===== config.mk =====
export PLATFORM = sky130hd
export DESIGN_NAME = uart_fifo_tx
export DESIGN_NICKNAME = d
export VERILOG_FILES = /design/src/rtl/uart_pkg.sv /design/src/rtl/uart_baud_timer.sv /design/src/rtl/uart_fifo_tx.sv
export SDC_FILE = /design/constraint.sdc
export NUM_CORES = 1
export LEC_CHECK = 0
export CAP_MARGIN = 20
export CORE_ASPECT_RATIO = 1.2
export CORE_MARGIN = 2
export CORE_UTILIZATION = 51
export DETAILED_ROUTE_END_ITERATION = 10
export GPL_TIMING_DRIVEN = 0
export PLACE_DENSITY = 0.77
export SETUP_SLACK_MARGIN = 0.05
export SLEW_MARGIN = 10
export SYNTH_ARGS = -nofsm -noshare
export SYNTH_HDL_FRONTEND = slang
export SYNTH_SLANG_ARGS = --single-unit

===== constraint.sdc =====
create_clock -name i_clk -period 2.6 [get_ports i_clk]
set_input_delay 0.52 -clock i_clk [delete_from_list [all_inputs] [get_ports i_clk]]
set_output_delay 0.52 -clock i_clk [all_outputs]
set_load 0.02 [all_outputs]

===== src/rtl/uart_pkg.sv =====
// Shared UART types and constants for the transmitter and receiver.
// The UART_FIFO_TX_PARITY_EN build adds an even-parity bit to every frame.
package uart_pkg;

  typedef enum logic [2:0] {IDLE, START, DATA, PARITY, STOP} state_t;

  localparam int unsigned DEFAULT_CLKS_PER_BIT = 868;

  // Serial bits per frame: start + data + optional parity + stop.
  function automatic int unsigned frame_bits(input int unsigned w, input bit parity);
    return w + 2 + (parity ? 1 : 0);
  endfunction

endpackage


===== src/rtl/uart_baud_timer.sv =====
// Bit-period timer: counts 0..CLKS_PER_BIT-1 and flags the last cycle of each bit.
module uart_baud_timer #(
  parameter int unsigned CLKS_PER_BIT = 868
) (
  input  logic i_clk,
  input  logic i_rst,
  input  logic i_restart,
  output logic o_bit_end
);

  localparam int unsigned CW = $clog2(CLKS_PER_BIT);

  logic [CW-1:0] r_count;

  assign o_bit_end = (r_count == CW'(CLKS_PER_BIT - 1));

  always_ff @(posedge i_clk) begin
    if (i_rst || i_restart || o_bit_end) begin
      r_count <= '0;
    end else begin
      r_count <= r_count + 1'b1;
    end
  end

endmodule


===== src/rtl/uart_fifo_tx.sv =====
// UART transmitter that pops batches of up to N words from a FIFO and sends them 8N1.
// Define UART_FIFO_TX_PARITY_EN to insert an even-parity bit before the stop bit.
module uart_fifo_tx
  import uart_pkg::*;
#(
  parameter int unsigned W            = 8,
  parameter int unsigned N            = 2,
  parameter int unsigned CLKS_PER_BIT = DEFAULT_CLKS_PER_BIT,
  localparam int unsigned WN          = $clog2(N + 1)
) (
  input  logic                i_clk,
  input  logic                i_rst,
  input  logic [WN-1:0]       i_can_pop,
  input  logic [N-1:0][W-1:0] i_pop_data,
  output logic [WN-1:0]       o_pop,
  output logic                o_tx,
  output logic                o_busy,
  output logic                o_word_done
);

  localparam int unsigned BW = (W > 1) ? $clog2(W) : 1;
  localparam int unsigned IW = (N > 1) ? $clog2(N) : 1;

  state_t              r_state;
  state_t              w_state_d;
  logic [N-1:0][W-1:0] r_buf;
  logic [IW-1:0]       r_idx;
  logic [WN-1:0]       r_cnt;
  logic [BW-1:0]       r_bit;
  logic [WN-1:0]       w_k;
  logic                w_bit_end;
  logic                w_more;
  logic                w_last_bit;

  assign w_k        = (i_can_pop > WN'(N)) ? WN'(N) : i_can_pop;
  assign w_more     = (int'(r_idx) + 1) < int'(r_cnt);
  assign w_last_bit = (r_bit == BW'(W - 1));

  // Held in reload while idle so the start bit always gets a full period.
  uart_baud_timer #(
    .CLKS_PER_BIT(CLKS_PER_BIT)
  ) u_timer (
    .i_clk    (i_clk),
    .i_rst    (i_rst),
    .i_restart(r_state == IDLE),
    .o_bit_end(w_bit_end)
  );

  always_ff @(posedge i_clk) begin
    if (i_rst) begin
      r_state <= IDLE;
    end else begin
      r_state <= w_state_d;
    end
  end

  always_comb begin
    w_state_d   = r_state;
    o_tx        = 1'b1;
    o_pop       = '0;
    o_busy      = (r_state != IDLE);
    o_word_done = 1'b0;
    case (r_state)
      IDLE: begin
        if (i_can_pop != '0) begin
          o_pop     = i_rst ? '0 : w_k;
          w_state_d = START;
        end
      end
      START: begin
        o_tx = 1'b0;
        if (w_bit_end) w_state_d = DATA;
      end
      DATA: begin
        o_tx = r_buf[r_idx][r_bit];
        if (w_bit_end && w_last_bit) begin
`ifdef UART_FIFO_TX_PARITY_EN
          w_state_d = PARITY;
`else
          w_state_d = STOP;
`endif
        end
      end
`ifdef UART_FIFO_TX_PARITY_EN
      PARITY: begin
        o_tx = ^r_buf[r_idx];
        if (w_bit_end) w_state_d = STOP;
      end
`endif
      STOP: begin
        if (w_bit_end) begin
          o_word_done = 1'b1;
          w_state_d   = w_more ? START : IDLE;
        end
      end
      default: w_state_d = IDLE;
    endcase
  end

  always_ff @(posedge i_clk) begin
    if (i_rst) begin
      r_idx <= '0;
      r_cnt <= '0;
      r_bit <= '0;
    end else begin
      case (r_state)
        IDLE: begin
          if (i_can_pop != '0) begin
            r_idx <= '0;
            r_cnt <= w_k;
            r_bit <= '0;
          end
        end
        DATA: begin
          if (w_bit_end) r_bit <= w_last_bit ? '0 : r_bit + 1'b1;
        end
        STOP: begin
          if (w_bit_end && w_more) r_idx <= r_idx + 1'b1;
        end
        default: ;
      endcase
    end
  end

  // Buffer is a snapshot taken in the pop cycle; later FIFO activity cannot disturb it.
  always_ff @(posedge i_clk) begin
    if (r_state == IDLE && i_can_pop != '0) begin
      for (int i = 0; i < N; i++) begin
        if (WN'(i) < w_k) r_buf[i] <= i_pop_data[i];
      end
    end
  end

endmodule


==> results.py <==
metrics = {
    "floorplanning": {
        "placement_rows": 22,
        "starting_density_of_the_core_pct": 52.3,
        "fp.dieH_um": 64.8,
        "top_level_ports": 25,
        "floorplan.core_area_mm2": 0.00300,
        "fp.dieW_um": 54.6,
        "fp.dieArea_mm2": 0.00354,
    },
    "sta": {
        "fmax_mhz": 399,
        "finalSetupViolations": 0,
        "worst_slew_pin_slew_ps": 693,
        "fin_worst_skew_ps": 7.70,
        "period_minus_slack_ps": 2510,
        "hold_viol_final": 0,
        "rsz0062_at_grt": "true",
        "min_period_over_period_pct": 96.4,
        "timing.final.max_slew_violations": 0,
        "slew_headroom_pct": 53.3,
        "final_critical_path_setup_slack_ps": 93.0,
    },
    "power": {
        "power_report.internal_total_uw": 952,
        "pwr-share-clk_pct": 40.8,
        "net-switching-power_uw": 250,
        "worst_ir_drop_vdd_v": 0.000396,
        "total_leakage_power_uw": 0.000675,
        "swShare_pct": 20.8,
        "seq_power_share_pct": 50.7,
        "powerDensity_mw_per_mm2": 597,
        "comb_power_share_pct": 8.5,
    },
    "layout": {
        "post-route-cell-area_mm2": 0.00201,
        "fillerInstances": 240,
        "area_growth_pct": 28.2,
        "post_route_cells_drive_above_1_share_pct": 16.3,
        "design.final.nets": 195,
        "antennaDiodeCount": 0,
        "finalNonFillerCells": 208,
    },
    "route": {
        "detailroute.wirelength.met2_um": 1690,
        "dr_wl_met3_um": 166,
        "vias_per_cell": 5.72,
        "dr.pass1.iters": 4,
        "wl_per_cell_um": 15.7,
        "detail-route-antenna-nets": 0,
        "detailedRoute.firstIterationViolations": 47,
        "route.final.wire_length_um": 3270,
        "drc": 0,
        "wl_met1_um": 1350,
        "vias": 1189,
        "maxUsedRoutingLayer": "met4",
    },
    "worst_hold_path": {
        "worst_hold_path_type": "reg2reg",
    },
    "grt": {
        "grtUsageTotal_pct": 20.6,
        "grt_start_max_net_pins": 13,
        "global_route_wire_length_before_repair_um": 5050,
        "global_route.overflow_total": 0,
        "initial_antenna_violation_count": 0,
        "first_global_vias": 1096,
    },
    "place": {
        "detailed_place_hpwl_um": 2240,
        "postPlaceCellArea_mm2": 0.00185,
        "detailedPlace.worstSlack_ps": -252,
        "port_buffers": 24,
        "finalWeightedCongestion": 0.762,
        "place_inst": 198,
    },
    "logic_synthesis": {
        "syn_area_per_cell_um2": 11.4,
        "ys_seq_elements": 35,
        "yosys-top-cells-area": "edfxtp_1 (31%), dfxtp_1 (24%), nor2_1 (4.3%)",
        "yosys.cell_count.top_type": "dfxtp_1",
        "netlist_area_mm2": 0.00157,
        "synthFlopType": "dfxtp_1",
        "post_synth_num_cell_types": 39,
        "yosysTopAreaCellShare_pct": 30.6,
        "yosysSeqAreaShare_pct": 54.9,
        "synth.net_count": 162,
        "yosys_warnings": 0,
        "synthesis.instances": 138,
        "post-synth-top-area-cell": "edfxtp_1",
        "synth-async-reset-ratio_pct": 0,
        "synth-edff-count": 16,
        "synth_common_cells": "dfxtp_1 (19), nor2_1 (18), edfxtp_1 (16)",
    },
    "critical_path": {
        "cp_data_required_time_ps": 2080,
        "worstPathArrival_ps": 1990,
        "worst_setup_path_start_kind": "register",
        "worst-path-max-fanout": 8,
        "type_of_element_capturing_the_critical_path": "output pin",
        "timing.setup.critical_path_class": "reg2out",
    },
    "clocking": {
        "clock_latency_ps": 340,
        "post_cts_hold_buffer_count": 0,
        "cts.root.buffer_cell": "clkbuf_4",
        "clock_path_buffers": 2,
        "cts_inserted_buffers": 5,
        "cts_max_level": 2,
        "cts_tree": "done",
        "numClockSinks": 35,
        "clkSlewWorstSetupHoldPaths_ps": 120,
    },
    "run_status": {
        "run_status": "completed",
    },
    "flow_run": {
        "cap_viol_max_count": 0,
    },
}
==> logic make-up (layout without fill, tap and decap cells) <==
logic type / Yosys count / after routing / share of synthesized area, %
and+or+nand+nor: 58 / 58 / 21.5
muxes: 5 / 5 / 5.58
DFF: 35 / 35 / 54.9
xor gates and xnor gates: 8 / 8 / 4.47
adders and majority gates: 4 / 4 / 3.19
buffers and inverters: 12 / 46 / 3.11
AOI/OAI and AO/OA: 16 / 16 / 7.34
==> area by class of cell <==
| type | instances | area, um^2 | share of cell area (%) |
|---|---|---|---|
| sequential | 35 | 862 | 42.8 |
| timing repair buffer | 26 | 253 | 12.6 |
| multi-input combinational | 91 | 691 | 34.3 |
| tap | 36 | 45.0 | 2.24 |
| clock inverter | 3 | 67.6 | 3.36 |
| buffer | 5 | 30.0 | 1.49 |
| inverter | 7 | 26.3 | 1.31 |
| clock buffer | 5 | 37.5 | 1.87 |
==> layout by cell type, fill, tap and decap left out, drive strengths merged, types with 5 or more instances in the layout <==
| cell type | n |
|---|---|
| clkdlybuf4s50 | 20 |
| edfxtp | 16 |
| clkbuf | 8 |
| inv | 7 |
| xnor2 | 6 |
| a21oi | 6 |
| nor2 | 18 |
| dfxtp | 19 |
| nand3 | 13 |
| buf | 5 |
==> worst max-delay path, stage by stage, from the launching register on <==
cell,delay (ps)
dfxtp_1,330
clkbuf_1,390
nor3_4,70
buf_4,160
inv_1,80
clkdlybuf4s50_1,610
==> registers in the layout, summed over array words and instances, names as in the netlist <==
name and count:
r_bit 3, u_timer.r_count 10, r_cnt 2, r_idx 1, r_buf 16, r_state 3
==> final timing paths <==
check	to	startpoint	slack (ps)	cells past startpoint
worst max-delay path	o_busy	r_state[0]	90	5
worst min-delay path	u_timer.r_count[0]	u_timer.r_count[0]	490	1
worst max register to register	r_idx	r_state[0]	650	6
worst min register to register	u_timer.r_count[0]	u_timer.r_count[0]	490	1
==> power by group through the flow <==
stage / clock (uW) / sequential, uW / combinational [uW]
2_1_floorplan: 0 / 620 / 46.1
3_3_place_gp: 0 / 621 / 93.0
3_5_place_dp: 0 / 623 / 97.0
4_1_cts: 496 / 610 / 100
5_1_grt: 522 / 612 / 110
6_report: 490 / 610 / 102
==> repair_timing <==
action,in CTS,in global routing
setup endpoints to repair,5,4
resized for setup,15,7
buffers inserted,0,2
pin swaps,0,2
==> per-stage QoR <==
stage | util, % | power (uW) | setup TNS, ps | hold WS (ps)
finish | 67.1 | 1200 | 0 | 486
global route | 67.1 | 1240 | 0 | 505
CTS | 66.1 | 1210 | -153 | 487
detailed placement | 61.8 | 720 | -421 | 451
global placement | 61.8 | 714 | -343 | 442
floorplan | - | 666 | 0 | 430
==> metal layers <==
layer  up-vias  track usage [%]
met4         0             8.75
met3         9             6.45
met1       564             24.2
met5         -                0
li1        577                -
met2        39             33.5
Power figures use the tool's default switching activity.
